### src/rtl/s2p_sched_if.sv
// rtl/s2p_sched_if.sv - response channel between the s2p scheduler and its consumer
//
// Purpose: carries the tagged response word from the scheduler (master) to the
//          consumer (slave), using a valid/ack handshake.
// Signals:
//   valid    master->slave  response word available
//   data     master->slave  captured 16-bit word (0 on abort)
//   id       master->slave  index of the requester that owns the response
//   timeout  master->slave  response is an abort
//   ack      slave->master  consumer accepts the response
interface s2p_sched_if #(
  parameter int IDW = 2
);
  logic           valid;
  logic [15:0]    data;
  logic [IDW-1:0] id;
  logic           timeout;
  logic           ack;

  modport master (output valid, output data, output id, output timeout, input ack);
  modport slave  (input valid, input data, input id, input timeout, output ack);
endinterface

### src/rtl/s2p_sched.sv
// rtl/s2p_sched.sv - round-robin scheduler sharing one serial-to-parallel deserializer
//
// Purpose: grants one of NREQ serial requesters at a time, routes its serial line
//          and word length to the deserializer, runs the deserializer until it
//          reports a complete word (or times out) and returns the word on a
//          valid/ack response channel tagged with the requester id.
// Optional feature: define S2P_SCHED_PRIO_EN to give requester 0 absolute priority.
// Ports:
//   clk          system clock, all state on posedge
//   reset        asynchronous active-low reset
//   req          per-requester request level
//   req_len      4-bit word length per requester, [4i+3:4i]
//   req_sdata    per-requester serial line
//   gnt          one-hot grant, held for the whole transaction
//   s2p_enable   deserializer enable
//   s2p_len      length forwarded to the deserializer
//   s2p_sdata    serial line of the granted requester, 0 when idle
//   s2p_ready    deserializer word-complete flag
//   s2p_data     deserializer parallel word
//   rsp          response channel (master side)
//   busy         high whenever the FSM is not in IDLE
module s2p_sched #(
  parameter int NREQ    = 4,
  parameter int IDW     = 2,
  parameter int TIMEOUT = 64
) (
  input  logic              clk,
  input  logic              reset,
  input  logic [NREQ-1:0]   req,
  input  logic [4*NREQ-1:0] req_len,
  input  logic [NREQ-1:0]   req_sdata,
  output logic [NREQ-1:0]   gnt,
  output logic              s2p_enable,
  output logic [3:0]        s2p_len,
  output logic              s2p_sdata,
  input  logic              s2p_ready,
  input  logic [15:0]       s2p_data,
  s2p_sched_if.master       rsp,
  output logic              busy
);

  typedef enum logic [2:0] {IDLE, SETUP, RUN, DELIVER, GAP} state_t;

  localparam logic [9:0]      TO_LAST  = 10'(TIMEOUT - 1);
  localparam logic [IDW-1:0]  PTR_INIT = IDW'(NREQ - 1);

  state_t          state, state_nx;
  logic [IDW-1:0]  ptr;
  logic [9:0]      cnt;
  logic [NREQ-1:0] cand;
  logic            any_req;
  logic [IDW-1:0]  sel;
  logic [3:0]      sel_len;
  logic            timed_out;

  assign timed_out = (cnt == TO_LAST);

  // Arbitration: first candidate after the last-granted pointer, wrapping.
  always_comb begin
    cand    = req;
    sel     = '0;
    any_req = 1'b0;
`ifdef S2P_SCHED_PRIO_EN
    // Requester 0 is handled outside the rotation.
    cand[0] = 1'b0;
`endif
    for (int off = 1; off <= NREQ; off++) begin
      if (!any_req && cand[(int'(ptr) + off) % NREQ]) begin
        sel     = IDW'((int'(ptr) + off) % NREQ);
        any_req = 1'b1;
      end
    end
`ifdef S2P_SCHED_PRIO_EN
    if (req[0]) begin
      sel     = '0;
      any_req = 1'b1;
    end
`endif
    sel_len = req_len[4*int'(sel) +: 4];
  end

  // State register
  always_ff @(posedge clk or negedge reset) begin
    if (!reset) state <= IDLE;
    else        state <= state_nx;
  end

  // Next-state logic
  always_comb begin
    state_nx = state;
    case (state)
      IDLE:    if (any_req) state_nx = (sel_len == 4'd0) ? DELIVER : SETUP;
      SETUP:   state_nx = RUN;
      RUN:     if (s2p_ready || timed_out) state_nx = DELIVER;
      DELIVER: if (rsp.ack) state_nx = GAP;
      GAP:     state_nx = IDLE;
      default: state_nx = IDLE;
    endcase
  end

  // Output logic
  always_comb begin
    s2p_enable = (state == RUN);
    rsp.valid  = (state == DELIVER);
    busy       = (state != IDLE);
    s2p_sdata  = |(gnt & req_sdata);
  end

  // Grant, pointer, counter and response registers
  always_ff @(posedge clk or negedge reset) begin
    if (!reset) begin
      gnt         <= '0;
      s2p_len     <= '0;
      ptr         <= PTR_INIT;
      cnt         <= '0;
      rsp.data    <= '0;
      rsp.id      <= '0;
      rsp.timeout <= 1'b0;
    end else begin
      case (state)
        IDLE: begin
          if (any_req) begin
            gnt     <= {{(NREQ-1){1'b0}}, 1'b1} << sel;
            s2p_len <= sel_len;
            rsp.id  <= sel;
`ifdef S2P_SCHED_PRIO_EN
            if (!req[0]) ptr <= sel;
`else
            ptr <= sel;
`endif
            // Zero-length words skip the deserializer entirely.
            if (sel_len == 4'd0) begin
              rsp.data    <= '0;
              rsp.timeout <= 1'b0;
            end
          end
        end
        SETUP: cnt <= '0;
        RUN: begin
          cnt <= cnt + 10'd1;
          // Ready takes precedence over a coincident timeout.
          if (s2p_ready) begin
            rsp.data    <= s2p_data;
            rsp.timeout <= 1'b0;
          end else if (timed_out) begin
            rsp.data    <= '0;
            rsp.timeout <= 1'b1;
          end
        end
        DELIVER: if (rsp.ack) gnt <= '0;
        default: ;
      endcase
    end
  end

endmodule

### src/flat_wrapper.sv
// flat-port wrapper written by rule: the top's interface ports become plain ports
module s2p_sched_flat 
#(
  parameter int NREQ    = 4,
  parameter int IDW     = 2,
  parameter int TIMEOUT = 64
)
  (clk, reset, req, req_len, req_sdata, gnt, s2p_enable, s2p_len, s2p_sdata, s2p_ready, s2p_data, busy, rsp_valid, rsp_data, rsp_id, rsp_timeout, rsp_ack);
  s2p_sched_if #(.IDW(IDW)) rsp_i ();
  input  logic clk;
  input  logic reset;
  input  logic [NREQ-1:0] req;
  input  logic [4*NREQ-1:0] req_len;
  input  logic [NREQ-1:0] req_sdata;
  output logic [NREQ-1:0] gnt;
  output logic s2p_enable;
  output logic [3:0] s2p_len;
  output logic s2p_sdata;
  input  logic s2p_ready;
  input  logic [15:0] s2p_data;
  output logic busy;
  output wire logic [$bits(rsp_i.valid)-1:0] rsp_valid;
  output wire logic [$bits(rsp_i.data)-1:0] rsp_data;
  output wire logic [$bits(rsp_i.id)-1:0] rsp_id;
  output wire logic [$bits(rsp_i.timeout)-1:0] rsp_timeout;
  input wire logic [$bits(rsp_i.ack)-1:0] rsp_ack;
  assign rsp_valid = rsp_i.valid;
  assign rsp_data = rsp_i.data;
  assign rsp_id = rsp_i.id;
  assign rsp_timeout = rsp_i.timeout;
  assign rsp_i.ack = rsp_ack;
  s2p_sched #(.NREQ(NREQ), .IDW(IDW), .TIMEOUT(TIMEOUT)) u_core (.clk(clk), .reset(reset), .req(req), .req_len(req_len), .req_sdata(req_sdata), .gnt(gnt), .s2p_enable(s2p_enable), .s2p_len(s2p_len), .s2p_sdata(s2p_sdata), .s2p_ready(s2p_ready), .s2p_data(s2p_data), .rsp(rsp_i), .busy(busy));
endmodule
### config.mk
export PLATFORM = sky130hd
export DESIGN_NAME = s2p_sched_flat
export DESIGN_NICKNAME = d
export VERILOG_FILES = /design/src/rtl/s2p_sched_if.sv /design/src/rtl/s2p_sched.sv /design/src/flat_wrapper.sv
export SDC_FILE = /design/constraint.sdc
export NUM_CORES = 1
export LEC_CHECK = 0
export ABC_CLOCK_PERIOD_IN_PS = 2100
export BUFFER_PORTS_ARGS = -buffer_cell sky130_fd_sc_hd__buf_2
export CORE_UTILIZATION = 39
export CTS_CLUSTER_DIAMETER = 80
export DETAILED_ROUTE_END_ITERATION = 12
export HOLD_SLACK_MARGIN = 0.08
export PLACE_DENSITY = 0.67
export RECOVER_POWER = 25
export SLEW_MARGIN = 20
export SYNTH_ARGS = -nofsm -noshare
export SYNTH_HDL_FRONTEND = slang
export SYNTH_SLANG_ARGS = --single-unit
### constraint.sdc
create_clock -name clk -period 2.1 [get_ports clk]
set_input_delay 0.105 -clock clk [delete_from_list [all_inputs] [get_ports clk]]
set_output_delay 0.105 -clock clk [all_outputs]
set_load 0.005 [all_outputs]
==> metrics.yaml, run 1 <==
cp_top_family: "flip-flops"
sequentialPowerShare_pct: 32.7
drt-total-wl_mm: 5.65
synth_seq_cells: 42
overflow: 0
gp_congestion: 0.803
multiInputGateArea_mm2: 0.00119
root_buffer: "clkbuf_8"
grt_pass1_wl_mm: 9.32
outcome: "finished, violations left"
cp_max_fo: 18
startpoint: "u_core.ptr[1]$_DFFE_PN1P_"
setup_slack_ns: -0.141
dieArea_mm2: 0.00606
rsz0062_at_grt: "yes"
htreeDepth: 2
row_count: 27
clk_latency_ns: 0.29
fmax_ghz: 0.446
clock_path_buffers: 2
core_mm2: 0.00554
antenna_found_initial: 0
path_cells: "mux2i_4 > o22ai_4 > or2_4 > buf_4 > a211oi_4 > o22ai_2 > nor2_4 > buf_12 > o21ai_1"
first_pass_iters: 4
pwr-share-comb_pct: 55.0
critPathBufInv: 2
required_ns: 2.28
syn-num-nets: 267
fin_worst_skew_ns: 0.00424
synthCells: 222
r2r_cells: 9
dpl_cell_area_mm2: 0.00290
yosysTopAreaCell: "dfrtp_1"
total_leakage_power_nw: 1.50
finalSetupTns_ns: -2.22
drtIter0Drc: 90
utilization_pct: 58.3
cts_sinks: 42
end_kind: "flip-flop"
timing.final.crit_period_ns: 2.24
slowest_delay_ns: 0.59
detail_route.wl_per_cell_um: 13.7
synth_area_leaders: "dfrtp_1, a22oi_1, nand2b_1, o21ai_2, o21ai_0"
synthesis.area_mm2: 0.00224
antenna_left: 0
synth_top_area_share_pct: 44.6
p_switching_mw: 1.72
cp.depth: 9
setup_viol: 18
slowest_stage: "dfstp_2"
track_usage_pct: 19.5
finalHoldViolations: 0
hold_slack_ns: 0.201
final_nets: 385
grt_max_degree: 42
start_util_pct: 40.5
grt_pass1_vias: 2053
cts_made_buffers: 5
pin_count: 75
vias: 2119
path_clk_slew_ns: 0.08
worst_slew_pin_slew_ns: 0.896
drv_slew: 0
antenna_cells: 0
clkPwrFrac_pct: 12.3
avgSynthCellArea_um2: 10.1
ir_drop_v: 0.000545
crit_path_end: "u_core.rsp.data[4]$_DFFE_PN0P_"
r2r-end: "u_core.rsp.data[4]$_DFFE_PN0P_"
die_w_um: 77.8
relSlewSlack_pct: 40.3
drc_errors: 0
violations: "setup timing"
synth_seq_area_share_pct: 47.0
synth.yosys.warnings: 0
maxCapViolCount: 0
pre_cts_slack_ns: -0.171
power.density_mw_per_mm2: 1350
synth_cell_types: 42
dp_hpwl_mm: 3.93
critPathKind: "reg -> reg"
cp.arrival_ns: 2.42
internal_power_mw: 2.64
avgViaCountPerCell: 5.13
async_reset_ff_share_pct: 100
io_buffers: 74
startpoint_type: "flip-flop"
tritoncts: "yes"
synthFlopType: "dfrtp_1"
drive_above_1_share_pct: 41.3
seqCellArea_mm2: 0.00105
synth_edf_count: 0
n_fill_cell: 508
die_y_um: 77.8
hp-class: "in -> reg"
r2r-start: "u_core.ptr[1]$_DFFE_PN1P_"
area_growth_pct: 44.0
r2r_slack_ns: -0.14
period_share_pct: 107
p_sw_share_pct: 39.5
fin_area_mm2: 0.00323
-- Yosys cell counts (3+ instances only) --
master and count:
dfrtp_1 40, nand2b_1 20, a22oi_1 18, nor2_1 15
nand2_1 13, o21ai_0 12, o21ai_2 10, a211oi_1 8
a21oi_1 8, nor3b_1 8, clkbuf_1 6, nand3_1 6
a22o_1 5, and3_1 4, inv_1 4, o21ai_1 4
o31ai_1 4, nor3_1 3
-- how the worst min path moves through the flow --
stage	cells past startpoint	to	slack, ns	start
floorplan	0	u_core.cnt[0]$_DFFE_PN0P_	-0.19	reset
global placement	1	u_core.cnt[3]$_DFFE_PN0P_	0.28	reset
detailed placement	1	u_core.cnt[3]$_DFFE_PN0P_	0.28	reset
CTS	4	u_core.rsp.timeout$_DFFE_PN0P_	0.20	s2p_ready
global route	4	u_core.rsp.timeout$_DFFE_PN0P_	0.26	s2p_ready
finish	4	u_core.rsp.timeout$_DFFE_PN0P_	0.20	s2p_ready
-- layout by cell type, fill, tap and decap left out, types with 3 or more instances in the layout --
cell type / instances
o21ai_0: 9
clkbuf_8: 6
buf_4: 28
a21oi_1: 8
inv_1: 4
clkbuf_1: 6
nor3b_1: 3
nor3_1: 3
a22oi_1: 18
a211oi_2: 5
nand2b_1: 20
nor2_1: 15
o21ai_1: 7
and3_1: 4
buf_2: 69
dfrtp_1: 40
o31ai_1: 4
nand3_1: 6
a211oi_4: 3
dlygate4sd3_1: 18
o21ai_2: 10
nor3b_2: 5
nand2_1: 13
a22o_1: 5
-- power by group through the flow --
stage	combinational [mW]	clock, mW	sequential (mW)
after floorplan	1.42	0	1.41
after CTS	2.39	0.553	1.42
after global placement	2.24	0	1.43
after global routing	2.67	0.576	1.48
after detailed placement	2.30	0	1.43
final	2.40	0.537	1.43
-- metrics by stage --
stage / std cells / total power [mW]
finish: 413 / 4.36
global route: 413 / 4.72
CTS: 413 / 4.36
detailed placement: 386 / 3.73
global placement: 386 / 3.67
floorplan: 222 / 2.84
-- final cells by class --
| type | instances | area share, % |
|---|---|---|
| tap | 72 | 2.79 |
| clock inverter | 1 | 0.155 |
| sequential | 42 | 32.6 |
| inverter | 5 | 0.581 |
| timing repair buffer | 122 | 24.3 |
| clock buffer | 7 | 2.67 |
| multi-input combinational | 164 | 36.9 |
-- sequential cells by signal, indices dropped and copies added, names as in the netlist --
| signal | cells |
|---|---|
| u_core.s2p_len | 4 |
| u_core.cnt | 10 |
| u_core.rsp.timeout | 1 |
| u_core.gnt | 4 |
| u_core.rsp.id | 2 |
| u_core.rsp.data | 16 |
| u_core.ptr | 2 |
| u_core.state | 3 |
-- what timing repair did --
| action | in CTS | in global routing |
|---|---|---|
| setup endpoints to repair | 18 | 18 |
| endpoints found under the hold margin | 57 | 0 |
| pin swaps | 0 | 0 |
| setup buffers | 1 | 0 |
| hold buffers | 18 | 0 |
| gates resized for setup | 6 | 8 |
-- routing by layer --
metal / wire (um) / GRT usage (%)
met3: 294 / 4.59
met5: 0 / 0
met2: 2690 / 32.4
met4: 56 / 5.09
met1: 2610 / 25.3
-- logic make-up (layout without fill, tap and decap cells) --
group | count (synthesis) | in the layout | share of synthesized area (%)
buffers and inverters | 16 | 135 | 4.18
muxes | 5 | 5 | 2.90
DFF | 42 | 42 | 47.0
AOI/OAI and AO/OA | 81 | 81 | 26.7
and+or+nand+nor | 77 | 77 | 18.7
adders and majority gates | 1 | 1 | 0.558
-- worst register-to-register path: stages, from the launching register on --
cell	delay, ns
dfstp_2	0.59
mux2i_4	0.25
o22ai_4	0.09
or2_4	0.27
buf_4	0.16
a211oi_4	0.24
o22ai_2	0.13
nor2_4	0.13
buf_12	0.17
o21ai_1	0.09
(Power assumes the default switching activity.)
==> run 2, diff against run 1 <==
- CTS_BUF_LIST: unset -> sky130_fd_sc_hd__clkbuf_16
==> run 2 against run 1 <==
  * Critical path depth grew 1
  * Final area grew 3.2%
  * Critical path type unchanged
  * Routed wire length grew 1.6%
  * The run still ends with setup timing left
  * Total power grew 6.4%
  * Register-to-register slack lost 0.05 ns
  * Combinational power grew 4%
==> metrics.yaml, run 2 (synthesized netlist as in run 1, its figures left out) <==
grt_pass1_vias: 2067
top_register: "u_core.rsp.data"
antenna_found_initial: 0
fin_worst_skew_ns: 0.00298
slowest_stage: "dfstp_2"
detail_route.wl_per_cell_um: 13.9
violations: "setup timing"
wl_met1_mm: 2.65
clk_latency_ns: 0.28
ir_drop_v: 0.000601
setup_viol: 18
vias: 2124
layout_common_cells: "buf_2, dfrtp_1, buf_4, nand2b_1, a22oi_1"
track_usage_pct: 20.3
clock_path_buffers: 2
cp_common_cell: "buf_12"
internal_power_mw: 2.86
p_switching_mw: 1.78
period_share_pct: 109
die_y_um: 77.8
drt-total-wl_mm: 5.74
utilization_pct: 60.2
antenna_left: 0
row_count: 27
end_kind: "flip-flop"
largest_reg_flops: 16
hold_slack_ns: 0.0697
clkPwrFrac_pct: 15.6
maxCapViolCount: 0
io_buffers: 74
cts_sinks: 42
total_leakage_power_nw: 1.55
drtIter0Drc: 76
outcome: "finished, violations left"
core_mm2: 0.00554
finalSetupTns_ns: -2.47
grt_pass1_wl_mm: 9.64
worst_slew_pin_slew_ns: 0.890
cts_made_buffers: 5
p_sw_share_pct: 38.3
relSlewSlack_pct: 40.7
rsz0062_at_grt: "yes"
wl_met3_um: 284
slowest_delay_ns: 0.58
critPathKind: "reg -> reg"
htreeDepth: 2
first_pass_iters: 4
path_clk_slew_ns: 0.06
power.density_mw_per_mm2: 1390
timing.final.crit_period_ns: 2.29
startpoint_type: "flip-flop"
pwr-share-comb_pct: 53.6
setup_slack_ns: -0.190
drv_slew: 0
root_buffer: "clkbuf_16"
antenna_cells: 0
finalHoldViolations: 0
overflow: 0
path_cells: "mux2i_4 > o22ai_4 > or2_4 > buf_6 > a211oi_4 > o22ai_2 > nor2_4 > buf_12 > buf_12 > o21ai_2"
dpl_cell_area_mm2: 0.00290
die_w_um: 77.8
pin_count: 75
cp_max_fo: 14
sequentialPowerShare_pct: 30.8
drc_errors: 0
cp_top_family: "flip-flops"
mostFrequentLayoutCell: "buf_2"
grt_max_degree: 42
critPathBufInv: 3
n_fill_cell: 505
cp.arrival_ns: 2.45
drive_above_1_share_pct: 42.4
dieArea_mm2: 0.00606
wl_met2_mm: 2.77
hp-class: "in -> reg"
required_ns: 2.26
fmax_ghz: 0.437
final_nets: 386
routed.top_layer: "met4"
top_regs: "u_core.rsp.data x16, u_core.cnt x10"
dp_hpwl_mm: 3.93
gp_congestion: 0.803
area_growth_pct: 48.6
fin_area_mm2: 0.00333
avgViaCountPerCell: 5.13
start_util_pct: 40.5
pre_cts_slack_ns: -0.171
tritoncts: "yes"
-- run 2: final timing paths --
path                                              start                               to  slack [ns]  depth (start not counted)
setup reg to reg              u_core.ptr[1]$_DFFE_PN1P_  u_core.rsp.data[14]$_DFFE_PN0P_       -0.19                         10
hold / removal                              s2p_data[4]   u_core.rsp.data[4]$_DFFE_PN0P_        0.07                          3
hold reg to reg            u_core.rsp.id[1]$_DFFE_PN0P_     u_core.rsp.id[1]$_DFFE_PN0P_        0.47                          1
setup / recovery              u_core.ptr[1]$_DFFE_PN1P_  u_core.rsp.data[14]$_DFFE_PN0P_       -0.19                         10
max in group asynchronous                         reset        u_core.ptr[0]$_DFFE_PN1P_        0.93                          3
min in group asynchronous                         reset        u_core.cnt[3]$_DFFE_PN0P_        0.49                          2
-- run 2: worst min-delay path, delay by kind of cell --
family                 cells  cell delay (ns)
AOI/OAI and AO/OA          2             0.13
buffers and inverters      1             0.08
-- run 2: layout make-up --
| cell class | count | area [um^2] | share of cell area (%) |
|---|---|---|---|
| Sequential cell | 42 | 1050 | 31.6 |
| Inverter | 5 | 18.8 | 0.563 |
| Clock inverter | 3 | 12.5 | 0.375 |
| Tap cell | 72 | 90.1 | 2.70 |
| Multi-Input combinational cell | 164 | 1220 | 36.5 |
| Clock buffer | 5 | 125 | 3.75 |
| Timing Repair Buffer | 123 | 817 | 24.5 |
-- run 2: routing by layer --
layer	GRT usage, %	up-vias
met5	0	-
met3	5.41	4
met4	5.47	0
met2	33.5	54
met1	26.2	1006
li1	-	1060
-- run 2: what timing repair did --
item / 4_1_cts / 5_1_grt
endpoints found under the setup margin: 18 / 18
hold buffers: 16 / 0
gates resized for setup: 13 / 3
buffers inserted: 1 / 3
hold endpoints to repair: 55 / 0
-- run 2: power by group through the flow --
stage          Combinational, mW  Sequential [mW]  Clock, mW
2_1_floorplan               1.42             1.41          0
3_3_place_gp                2.24             1.43          0
3_5_place_dp                2.30             1.43          0
4_1_cts                     2.43             1.42      0.742
5_1_grt                     2.76             1.48      0.764
6_report                    2.49             1.43      0.723
-- run 2: metrics by stage --
step                      power, mW  cells
final                          4.64    414
after global routing           5.00    414
after CTS                      4.60    411
after detailed placement       3.73    386
after global placement         3.67    386
after floorplan                2.84    222
==> run 3, diff against run 2 <==
- ABC_AREA: unset -> 0
- CORE_UTILIZATION: 39 -> 45
- PLACE_DENSITY: 0.67 -> 0.75
==> run 3 against run 2 <==
  * The flow still finishes with violations (setup timing)
  * Total power decreased by 0.24%
  * Highest routed layer unchanged
  * Critical endpoint is now u_core.rsp.data[0]$_DFFE_PN0P_
  * Core utilization increased by 8.0 points
  * Critical path depth decreased by 1
  * First-iteration DRC count increased by 5.3%
  * Hold slack improved by 0.015 ns
  * Routed wire length decreased by 0.99%
  * Final cell count decreased by 2.9%
  * Clock-buffer cell count unchanged
  * Final area decreased by 2.7%
  * Die area decreased by 13%
  * Worst setup slack improved by 0.031 ns
  * Sequential share of layout area increased by 0.88 points
==> metrics.yaml, run 3 (synthesized netlist as in run 1, its figures left out) <==
htreeDepth: 2
die_y_um: 72.6
ir_drop_v: 0.000669
startpoint: "u_core.ptr[1]$_DFFE_PN1P_"
vias: 2148
outcome: "finished, violations left"
grt_pass1_vias: 2097
worst_slew_pin_slew_ns: 0.920
overflow: 0
top_regs: "u_core.rsp.data x16, u_core.cnt x10"
root_buffer: "clkbuf_16"
clk_latency_ns: 0.28
hp-class: "in -> reg"
r2r-start: "u_core.ptr[1]$_DFFE_PN1P_"
start_util_pct: 47.2
antenna_cells: 0
io_buffers: 74
antenna_found_initial: 0
dieArea_mm2: 0.00527
pwr-share-comb_pct: 50.3
drv_slew: 0
holdPathEnd: "u_core.rsp.data[0]$_DFFE_PN0P_"
total_leakage_power_nw: 1.50
largest_reg_flops: 16
antenna_left: 0
grt_max_degree: 43
hold_slack_ns: 0.0845
drt-total-wl_mm: 5.68
cts_made_buffers: 5
first_pass_iters: 4
r2r_slack_ns: -0.16
internal_power_mw: 2.88
drc_errors: 0
sequentialPowerShare_pct: 31.1
finalSetupTns_ns: -2.45
period_share_pct: 108
fin_cells: 402
drtIter0Drc: 80
setup_viol: 18
area_growth_pct: 44.6
dp_hpwl_mm: 3.74
clkPwrFrac_pct: 18.5
relSlewSlack_pct: 38.7
cts_sinks: 42
row_count: 25
fmax_ghz: 0.443
p_sw_share_pct: 37.8
track_usage_pct: 23.2
hold_depth: 3
core_mm2: 0.00475
gp_congestion: 0.772
violations: "setup timing"
critPathKind: "reg -> reg"
grt_pass1_wl_mm: 9.46
required_ns: 2.26
avgViaCountPerCell: 5.34
fin_worst_skew_ns: 0.00588
r2r_cells: 9
die_w_um: 72.6
detail_route.wl_per_cell_um: 14.1
final_nets: 379
startpoint_type: "flip-flop"
layout_common_cells: "buf_2, dfrtp_1, buf_4, nand2b_1, a22oi_1"
end_kind: "flip-flop"
clock_path_buffers: 2
p_switching_mw: 1.75
finalHoldViolations: 0
tritoncts: "yes"
power.density_mw_per_mm2: 1430
mostFrequentLayoutCell: "buf_2"
r2r-end: "u_core.rsp.data[0]$_DFFE_PN0P_"
pin_count: 75
maxCapViolCount: 0
cp_max_fo: 18
cp.arrival_ns: 2.42
path_clk_slew_ns: 0.06
timing.final.crit_period_ns: 2.26
n_fill_cell: 371
setup_slack_ns: -0.159
hold_start: "s2p_data[0]"
drive_above_1_share_pct: 40.3
placed_cells: 377
rsz0062_at_grt: "yes"
top_register: "u_core.rsp.data"
run 3: routing by layer:
metal  GRT usage (%)  vias to the layer above  wire length (um)
met5               0                        -                 0
met1            30.1                     1030              2470
met4            9.59                        0               111
met3            5.11                       11               243
li1                -                     1039                 -
met2            37.6                       68              2860
run 3: worst max-delay path by stage:
| stage | endpoint | slack (ns) | cells past startpoint |
|---|---|---|---|
| after floorplan | u_core.rsp.data[10]$_DFFE_PN0P_ | -0.15 | 10 |
| after global placement | u_core.rsp.data[5]$_DFFE_PN0P_ | -0.11 | 8 |
| after detailed placement | u_core.rsp.data[0]$_DFFE_PN0P_ | -0.21 | 8 |
| after CTS | u_core.rsp.data[5]$_DFFE_PN0P_ | -0.17 | 9 |
| after global routing | u_core.rsp.data[5]$_DFFE_PN0P_ | -0.23 | 9 |
| final | u_core.rsp.data[0]$_DFFE_PN0P_ | -0.16 | 9 |
run 3: area by class of cell:
cell class	instances	area, um^2	share of cell area, %
clock buffers	5	125	3.86
clock inverters	3	41.3	1.27
inverters	5	18.8	0.579
multi-input cells	164	1190	36.8
flip-flops and latches	42	1050	32.5
well taps	67	83.8	2.58
repair buffers	116	727	22.4
run 3: worst max-delay path: stages (launching register included):
cell	delay, ns
dfstp_2	0.59
mux2i_4	0.26
o22ai_4	0.08
or2_4	0.29
buf_4	0.16
a211oi_4	0.23
o22ai_2	0.12
nor2_4	0.14
buf_12	0.17
o21ai_0	0.09
run 3: stage by stage:
| step | utilization [%] | instance area, um^2 | setup slack (ns) | total power [mW] |
|---|---|---|---|---|
| after floorplan | - | 2280 | -0.152 | 2.84 |
| after global placement | 60.2 | 2860 | -0.107 | 3.62 |
| after detailed placement | 60.2 | 2860 | -0.214 | 3.69 |
| after CTS | 67.4 | 3200 | -0.168 | 4.61 |
| after global routing | 68.2 | 3240 | -0.234 | 5.00 |
| final | 68.2 | 3240 | -0.159 | 4.63 |
run 3: timing repair:
action / in CTS / in global routing
endpoints found under the hold margin: 55 / 0
setup endpoints to repair: 18 / 18
resized for setup: 4 / 9
hold buffers: 16 / 0
buffers inserted: 0 / 1
run 3: power by group through the flow:
stage	Combinational [mW]	Sequential [mW]	Clock, mW
after CTS	2.30	1.44	0.874
after global placement	2.18	1.44	0
final	2.33	1.44	0.858
after floorplan	1.42	1.41	0
after global routing	2.60	1.49	0.908
after detailed placement	2.24	1.44	0
